==> src/rtl/p17_sie_rx.sv <==
// p17_sie_rx: receive-side packet decoder of the serial interface engine.
// It takes the PHY byte/EOP/error strobes and validates the PID. Tokens are
// checked with CRC5 and data packets with CRC16. Token fields are reported,
// payload bytes are streamed with the two CRC bytes stripped, and exactly one
// end-of-packet verdict is issued per packet. usb_reset_i acts as a
// synchronous clear of the whole decoder.
module p17_sie_rx #(
    parameter int MAX_PAYLOAD = 64
) (
    input  logic        clk_i,
    input  logic        rstn_i,
    input  logic [7:0]  rx_data_i,
    input  logic        rx_valid_i,
    input  logic        rx_err_i,
    input  logic        rx_ready_i,
    input  logic        usb_reset_i,
    output logic [3:0]  pid_o,
    output logic [6:0]  addr_o,
    output logic [3:0]  endp_o,
    output logic [10:0] frame_o,
    output logic [7:0]  data_o,
    output logic        data_valid_o,
    output logic        pkt_end_o,
    output logic        pkt_ok_o
);

    typedef enum logic [2:0] {
        S_IDLE    = 3'd0,
        S_TOKEN   = 3'd1,
        S_DATA    = 3'd2,
        S_HSK     = 3'd3,
        S_DISCARD = 3'd4
    } state_t;

    localparam logic [10:0] PLEN_MAX = 11'(MAX_PAYLOAD);
    localparam logic [10:0] PLEN_SAT = 11'(MAX_PAYLOAD + 1);

    // CRC5 over one byte, LSB first on the wire
    function automatic logic [4:0] crc5_byte(input logic [4:0] crc, input logic [7:0] d);
        logic [4:0] c;
        logic       fb;
        c = crc;
        for (int i = 0; i < 8; i++) begin
            fb = c[4] ^ d[i];
            c  = {c[3:0], 1'b0} ^ (fb ? 5'h05 : 5'h00);
        end
        return c;
    endfunction

    // CRC16 over one byte, LSB first on the wire
    function automatic logic [15:0] crc16_byte(input logic [15:0] crc, input logic [7:0] d);
        logic [15:0] c;
        logic        fb;
        c = crc;
        for (int i = 0; i < 8; i++) begin
            fb = c[15] ^ d[i];
            c  = {c[14:0], 1'b0} ^ (fb ? 16'h8005 : 16'h0000);
        end
        return c;
    endfunction

    state_t      r_state, w_state_nxt;
    logic [10:0] r_tok, w_tok_nxt;          // token bits 10:0; the CRC bits are only fed to CRC5
    logic [4:0]  r_crc5, w_crc5_nxt;
    logic [15:0] r_crc16, w_crc16_nxt;
    logic [7:0]  r_h0, w_h0_nxt;            // oldest byte in the holding pipe
    logic [7:0]  r_h1, w_h1_nxt;            // newest byte in the holding pipe
    logic [1:0]  r_bcnt, w_bcnt_nxt;        // post-PID bytes: token count / pipe fill
    logic [10:0] r_plen, w_plen_nxt;        // payload bytes emitted, saturating
    logic [3:0]  r_pid, w_pid_nxt;
    logic [6:0]  r_addr, w_addr_nxt;
    logic [3:0]  r_endp, w_endp_nxt;
    logic [10:0] r_frame, w_frame_nxt;
    logic [7:0]  r_data, w_data_nxt;
    logic        r_dvalid, w_dvalid_nxt;
    logic        r_end, w_end_nxt;
    logic        r_ok, w_ok_nxt;

    logic        w_byte, w_eop, w_err;
    logic [4:0]  w_crc5_upd;
    logic [15:0] w_crc16_upd;

    assign w_byte      = rx_ready_i & rx_valid_i & ~rx_err_i;
    assign w_eop       = rx_ready_i & ~rx_valid_i & ~rx_err_i;
    assign w_err       = rx_ready_i & rx_err_i;
    assign w_crc5_upd  = crc5_byte(r_crc5, rx_data_i);
    assign w_crc16_upd = crc16_byte(r_crc16, rx_data_i);

    // Next-state, datapath and registered-output decode
    always_comb begin
        w_state_nxt  = r_state;
        w_tok_nxt    = r_tok;
        w_crc5_nxt   = r_crc5;
        w_crc16_nxt  = r_crc16;
        w_h0_nxt     = r_h0;
        w_h1_nxt     = r_h1;
        w_bcnt_nxt   = r_bcnt;
        w_plen_nxt   = r_plen;
        w_pid_nxt    = r_pid;
        w_addr_nxt   = r_addr;
        w_endp_nxt   = r_endp;
        w_frame_nxt  = r_frame;
        w_data_nxt   = r_data;
        w_dvalid_nxt = 1'b0;
        w_end_nxt    = 1'b0;
        w_ok_nxt     = 1'b0;
        if (usb_reset_i) begin
            // bus reset: drop any packet silently and clear every field
            w_state_nxt = S_IDLE;
            w_tok_nxt   = 11'h000;
            w_crc5_nxt  = 5'h1F;
            w_crc16_nxt = 16'hFFFF;
            w_h0_nxt    = 8'h00;
            w_h1_nxt    = 8'h00;
            w_bcnt_nxt  = 2'd0;
            w_plen_nxt  = 11'd0;
            w_pid_nxt   = 4'h0;
            w_addr_nxt  = 7'h00;
            w_endp_nxt  = 4'h0;
            w_frame_nxt = 11'h000;
            w_data_nxt  = 8'h00;
        end else begin
            case (r_state)
                S_IDLE: begin
                    // per-packet state is re-armed while waiting for a PID
                    w_crc5_nxt  = 5'h1F;
                    w_crc16_nxt = 16'hFFFF;
                    w_bcnt_nxt  = 2'd0;
                    w_plen_nxt  = 11'd0;
                    if (w_byte) begin
                        if (rx_data_i[7:4] != ~rx_data_i[3:0]) begin
                            w_state_nxt = S_DISCARD;
                        end else begin
                            w_pid_nxt = rx_data_i[3:0];
                            case (rx_data_i[1:0])
                                2'b11:   w_state_nxt = S_DATA;
                                2'b10:   w_state_nxt = S_HSK;
                                default: w_state_nxt = S_TOKEN;
                            endcase
                        end
                    end else begin
                        w_state_nxt = S_IDLE;
                    end
                end
                S_TOKEN: begin
                    if (w_err) begin
                        w_end_nxt   = 1'b1;
                        w_state_nxt = S_IDLE;
                    end else if (w_eop) begin
                        w_end_nxt   = 1'b1;
                        w_state_nxt = S_IDLE;
                        if ((r_bcnt == 2'd2) && (r_crc5 == 5'h0C)) begin
                            w_ok_nxt   = 1'b1;
                            w_addr_nxt = r_tok[6:0];
                            w_endp_nxt = r_tok[10:7];
                            if (r_pid == 4'h5) begin
                                w_frame_nxt = r_tok[10:0];
                            end else begin
                                w_frame_nxt = r_frame;
                            end
                        end else begin
                            w_ok_nxt = 1'b0;
                        end
                    end else if (w_byte) begin
                        if (r_bcnt == 2'd2) begin
                            w_state_nxt = S_DISCARD;
                        end else begin
                            if (r_bcnt == 2'd0) begin
                                w_tok_nxt = {r_tok[10:8], rx_data_i};
                            end else begin
                                w_tok_nxt = {rx_data_i[2:0], r_tok[7:0]};
                            end
                            w_crc5_nxt = w_crc5_upd;
                            w_bcnt_nxt = r_bcnt + 2'd1;
                        end
                    end else begin
                        w_state_nxt = S_TOKEN;
                    end
                end
                S_DATA: begin
                    if (w_err) begin
                        w_end_nxt   = 1'b1;
                        w_state_nxt = S_IDLE;
                    end else if (w_eop) begin
                        // the two bytes still in the pipe are the CRC
                        w_end_nxt   = 1'b1;
                        w_state_nxt = S_IDLE;
                        w_ok_nxt    = (r_bcnt == 2'd2) && (r_crc16 == 16'h800D) && (r_plen <= PLEN_MAX);
                    end else if (w_byte) begin
                        w_crc16_nxt = w_crc16_upd;
                        if (r_bcnt == 2'd2) begin
                            w_dvalid_nxt = 1'b1;
                            w_data_nxt   = r_h0;
                            w_plen_nxt   = (r_plen == PLEN_SAT) ? r_plen : (r_plen + 11'd1);
                        end else begin
                            w_bcnt_nxt = r_bcnt + 2'd1;
                        end
                        w_h0_nxt = r_h1;
                        w_h1_nxt = rx_data_i;
                    end else begin
                        w_state_nxt = S_DATA;
                    end
                end
                S_HSK: begin
                    if (w_err) begin
                        w_end_nxt   = 1'b1;
                        w_state_nxt = S_IDLE;
                    end else if (w_eop) begin
                        w_end_nxt   = 1'b1;
                        w_ok_nxt    = 1'b1;
                        w_state_nxt = S_IDLE;
                    end else if (w_byte) begin
                        w_state_nxt = S_DISCARD;
                    end else begin
                        w_state_nxt = S_HSK;
                    end
                end
                S_DISCARD: begin
                    if (w_err || w_eop) begin
                        w_end_nxt   = 1'b1;
                        w_state_nxt = S_IDLE;
                    end else begin
                        w_state_nxt = S_DISCARD;
                    end
                end
                default: begin
                    w_state_nxt = S_IDLE;
                end
            endcase
        end
    end

    // State register
    always_ff @(posedge clk_i or negedge rstn_i) begin
        if (!rstn_i) begin
            r_state <= S_IDLE;
        end else begin
            r_state <= w_state_nxt;
        end
    end

    // Datapath and output registers
    always_ff @(posedge clk_i or negedge rstn_i) begin
        if (!rstn_i) begin
            r_tok    <= 11'h000;
            r_crc5   <= 5'h1F;
            r_crc16  <= 16'hFFFF;
            r_h0     <= 8'h00;
            r_h1     <= 8'h00;
            r_bcnt   <= 2'd0;
            r_plen   <= 11'd0;
            r_pid    <= 4'h0;
            r_addr   <= 7'h00;
            r_endp   <= 4'h0;
            r_frame  <= 11'h000;
            r_data   <= 8'h00;
            r_dvalid <= 1'b0;
            r_end    <= 1'b0;
            r_ok     <= 1'b0;
        end else begin
            r_tok    <= w_tok_nxt;
            r_crc5   <= w_crc5_nxt;
            r_crc16  <= w_crc16_nxt;
            r_h0     <= w_h0_nxt;
            r_h1     <= w_h1_nxt;
            r_bcnt   <= w_bcnt_nxt;
            r_plen   <= w_plen_nxt;
            r_pid    <= w_pid_nxt;
            r_addr   <= w_addr_nxt;
            r_endp   <= w_endp_nxt;
            r_frame  <= w_frame_nxt;
            r_data   <= w_data_nxt;
            r_dvalid <= w_dvalid_nxt;
            r_end    <= w_end_nxt;
            r_ok     <= w_ok_nxt;
        end
    end

    assign pid_o        = r_pid;
    assign addr_o       = r_addr;
    assign endp_o       = r_endp;
    assign frame_o      = r_frame;
    assign data_o       = r_data;
    assign data_valid_o = r_dvalid;
    assign pkt_end_o    = r_end;
    assign pkt_ok_o     = r_ok;

endmodule
==> config.mk <==
export PLATFORM = sky130hd
export DESIGN_NAME = p17_sie_rx
export DESIGN_NICKNAME = d
export VERILOG_FILES = /design/src/rtl/p17_sie_rx.sv
export SDC_FILE = /design/constraint.sdc
export NUM_CORES = 1
export LEC_CHECK = 0
export ABC_AREA = 1
export CAP_MARGIN = 20
export CORE_UTILIZATION = 39
export CTS_BUF_LIST = sky130_fd_sc_hd__clkbuf_16
export DETAILED_ROUTE_END_ITERATION = 8
export PLACE_DENSITY = 0.6
export SYNTH_ARGS = -nofsm -noshare
export SYNTH_HDL_FRONTEND = slang
export SYNTH_SLANG_ARGS = --single-unit
==> constraint.sdc <==
create_clock -name clk_i -period 5 [get_ports clk_i]
set_clock_uncertainty 0.15 [all_clocks]
set_input_delay 1.25 -clock clk_i [delete_from_list [all_inputs] [get_ports clk_i]]
set_output_delay 1.25 -clock clk_i [all_outputs]
set_load 0.02 [all_outputs]
==> flow_metrics.tcl <==
set metrics [dict create \
    status "finished, final reports clean" \
    max_cap_viol_count 0 \
    dieArea_sq_um 13400 \
    cts_max_path_buffers 2 \
    synth_top_flop_cell "dfrtp_1" \
    grt_first_pass_wirelength_mm 19.9 \
    gp_congestion 0.895 \
    syn_inst 586 \
    power_frac_clock_pct 38.5 \
    antenna_left 0 \
    diodes 0 \
    power_frac_comb_pct 12.2 \
    min_from "frame_o[6]" \
    p_sw_share_pct 27.3 \
    clock_sinks 101 \
    seq_area_frac_synth_pct 50.5 \
    vias_per_cell 5.02 \
    drtIter0Drc 222 \
    leakagePower_nw 2.66 \
    start_util_pct 40.0 \
    htreeDepth 3 \
    antenna_found_initial 0 \
    fillCellCount 1274 \
    num_rows 41 \
    syn_nets 605 \
    async_flop_share_pct 100 \
    vias 4080 \
    path_class "in -> reg" \
    tns_ns 0 \
    layout_worst_path_cycle_share_pct 68.3 \
    ys_warn_count 0 \
    synth-seq-cells 101 \
    synth_edf_count 0 \
    portBuffers 50 \
    grt-ovfl-total 0 \
    drive_gt1_share_pct 13.6 \
    grt_pass1_vias 3967 \
    synth.most_common_cell "nand2_1" \
    grtUsageTotal_pct 19.3 \
    numCtsBuffers 9 \
    synth_common_cells "nand2_1, dfrtp_1, inv_1" \
    hpwl_mm 8.77 \
    timing.rr.start "r_state[1]" \
    die_h_microns 116 \
    first_pass_iters 4 \
    slew_viol_final 0 \
    start_kind "primary input" \
    cts_hold_buffers 0 \
    tightest_slew_ns 0.972 \
    crit_required_ns 5.09 \
    root_buffer "clkbuf_16" \
    rsz0062_at_grt "false" \
    crit_arrival_ns 3.50 \
    synth_top_area_share_pct 39.6 \
    end_kind "flip-flop" \
    post-route-min-period_ns 3.42 \
    hold_viol_final 0 \
    syn_avg_cell_area_sq_um 8.62 \
    p_seq_share_pct 49.3 \
    areaGrowthSynthToFinish_pct 19.0 \
    insertion_delay_ns 0.35 \
    wirelength_mm 12.0 \
    power_density_nw_per_um2 288 \
    wl_per_cell_microns 14.8 \
    yosysTopAreaCell "dfrtp_1" \
    ir_worst_vdd_v 0.000129 \
    ios 51 \
    path_clk_slew_ns 0.07 \
    hold_class "reg -> reg" \
    setup_viol 0 \
    synthesis.area_sq_um 5050 \
    final_cell_area_sq_um 6010 \
    place_inst 797 \
    tritoncts "done" \
    synth_area_leaders "dfrtp_1, dfstp_2, nand2_1" \
    drc 0 \
    critPathMaxFanout 14 \
    postCtsSetupBuffers 0 \
    fp.dieW_microns 116 \
    ys_types 44 \
    grt_max_degree 78 \
    maxSlewHeadroom_pct 35.2 \
    cts_resized 0 \
    nets 655 \
    coreArea_sq_um 12600 \
    fin_cells 813 \
    p_switching_mw 0.473 \
    p_int_mw 1.26 \
    crit_start "usb_reset_i" \
    fmax_mhz 293 \
    placed_area_sq_um 5740 \
]
## power groups by stage
stage | Combinational [mW] | Clock (mW) | Sequential [mW]
6_report | 0.212 | 0.666 | 0.854
5_1_grt | 0.236 | 0.714 | 0.856
4_1_cts | 0.214 | 0.684 | 0.853
3_5_place_dp | 0.213 | 0 | 0.868
3_3_place_gp | 0.210 | 0 | 0.867
2_1_floorplan | 0.115 | 0 | 0.880
## cell type report
cell class / count / area (sq um) / area share (%)
clock buffers: 9 / 225 / 3.74
clock inverters: 7 / 53.8 / 0.895
inverters: 84 / 318 / 5.28
multi-input cells: 385 / 2110 / 35.1
flip-flops and latches: 101 / 2550 / 42.5
well taps: 172 / 215 / 3.58
repair buffers: 55 / 536 / 8.90
## cell families after synthesis
| kind of cell | Yosys count | synth area share, % |
|---|---|---|
| XOR/XNOR | 27 | 4.83 |
| AO/OA/AOI/OAI | 117 | 13.2 |
| AND/OR/NAND/NOR | 236 | 22.5 |
| flip-flops | 101 | 50.5 |
| adder cells (fa/ha/maj) | 5 | 1.24 |
| buffers and inverters | 100 | 7.63 |
## layer usage
| layer | GRT usage (%) | routed length (microns) |
|---|---|---|
| met4 | 8.29 | 216 |
| met1 | 26.9 | 5790 |
| met2 | 30.3 | 5530 |
| met3 | 2.67 | 475 |
| met5 | 0 | 0 |
## flip-flops by register name, indices dropped and copies added (netlist names), 4 cells and up
| register | cells |
|---|---|
| pid_o | 4 |
| r_crc16 | 16 |
| addr_o | 7 |
| r_h0 | 8 |
| endp_o | 4 |
| r_h1 | 8 |
| data_o | 8 |
| r_tok | 11 |
| frame_o | 11 |
| r_crc5 | 5 |
| r_plen | 11 |
## cells in the final DEF (no fill, tap or decap), types with 13 or more instances in the layout
cell type         n
dfrtp_1          80
nor2_1           44
nand2_2          13
a21oi_1          33
o21ai_0          49
nand3_1          40
nand2_1          99
dfstp_2          21
inv_1            75
xor2_1           15
o22ai_1          18
clkdlybuf4s50_1  49
## per-stage QoR
stage | hold slack, ns | setup WS, ns | power [mW] | utilization, %
5_1_grt | 0.350 | 1.39 | 1.81 | 47.7
2_1_floorplan | 0.305 | 2.13 | 0.995 | -
3_5_place_dp | 0.323 | 1.23 | 1.08 | 45.4
4_1_cts | 0.341 | 1.59 | 1.75 | 47.7
6_report | 0.334 | 1.58 | 1.73 | 47.7
3_3_place_gp | 0.317 | 1.28 | 1.08 | 45.4
## worst max-delay path, stage by stage
cell             delay, ns
clkdlybuf4s50_1       0.45
buf_4                 0.20
nor2_2                0.12
inv_2                 0.26
nor2_2                0.10
a21oi_4               0.34
o21ai_4               0.17
nor2_1                0.22
nand3_1               0.15
o21ai_0               0.17
nor2_1                0.06
## path summary, 6_finish.rpt
path / end / slack, ns / depth (start not counted)
max: r_plen[9] / 1.58 / 11
min: frame_o[6] / 0.33 / 2
max reg2reg: r_plen[9] / 2.40 / 12
min reg2reg: frame_o[6] / 0.33 / 2
max in group asynchronous: r_crc5[3] / 2.83 / 2
min in group asynchronous: data_o[4] / 0.90 / 1
Power figures use the tool's default switching activity.
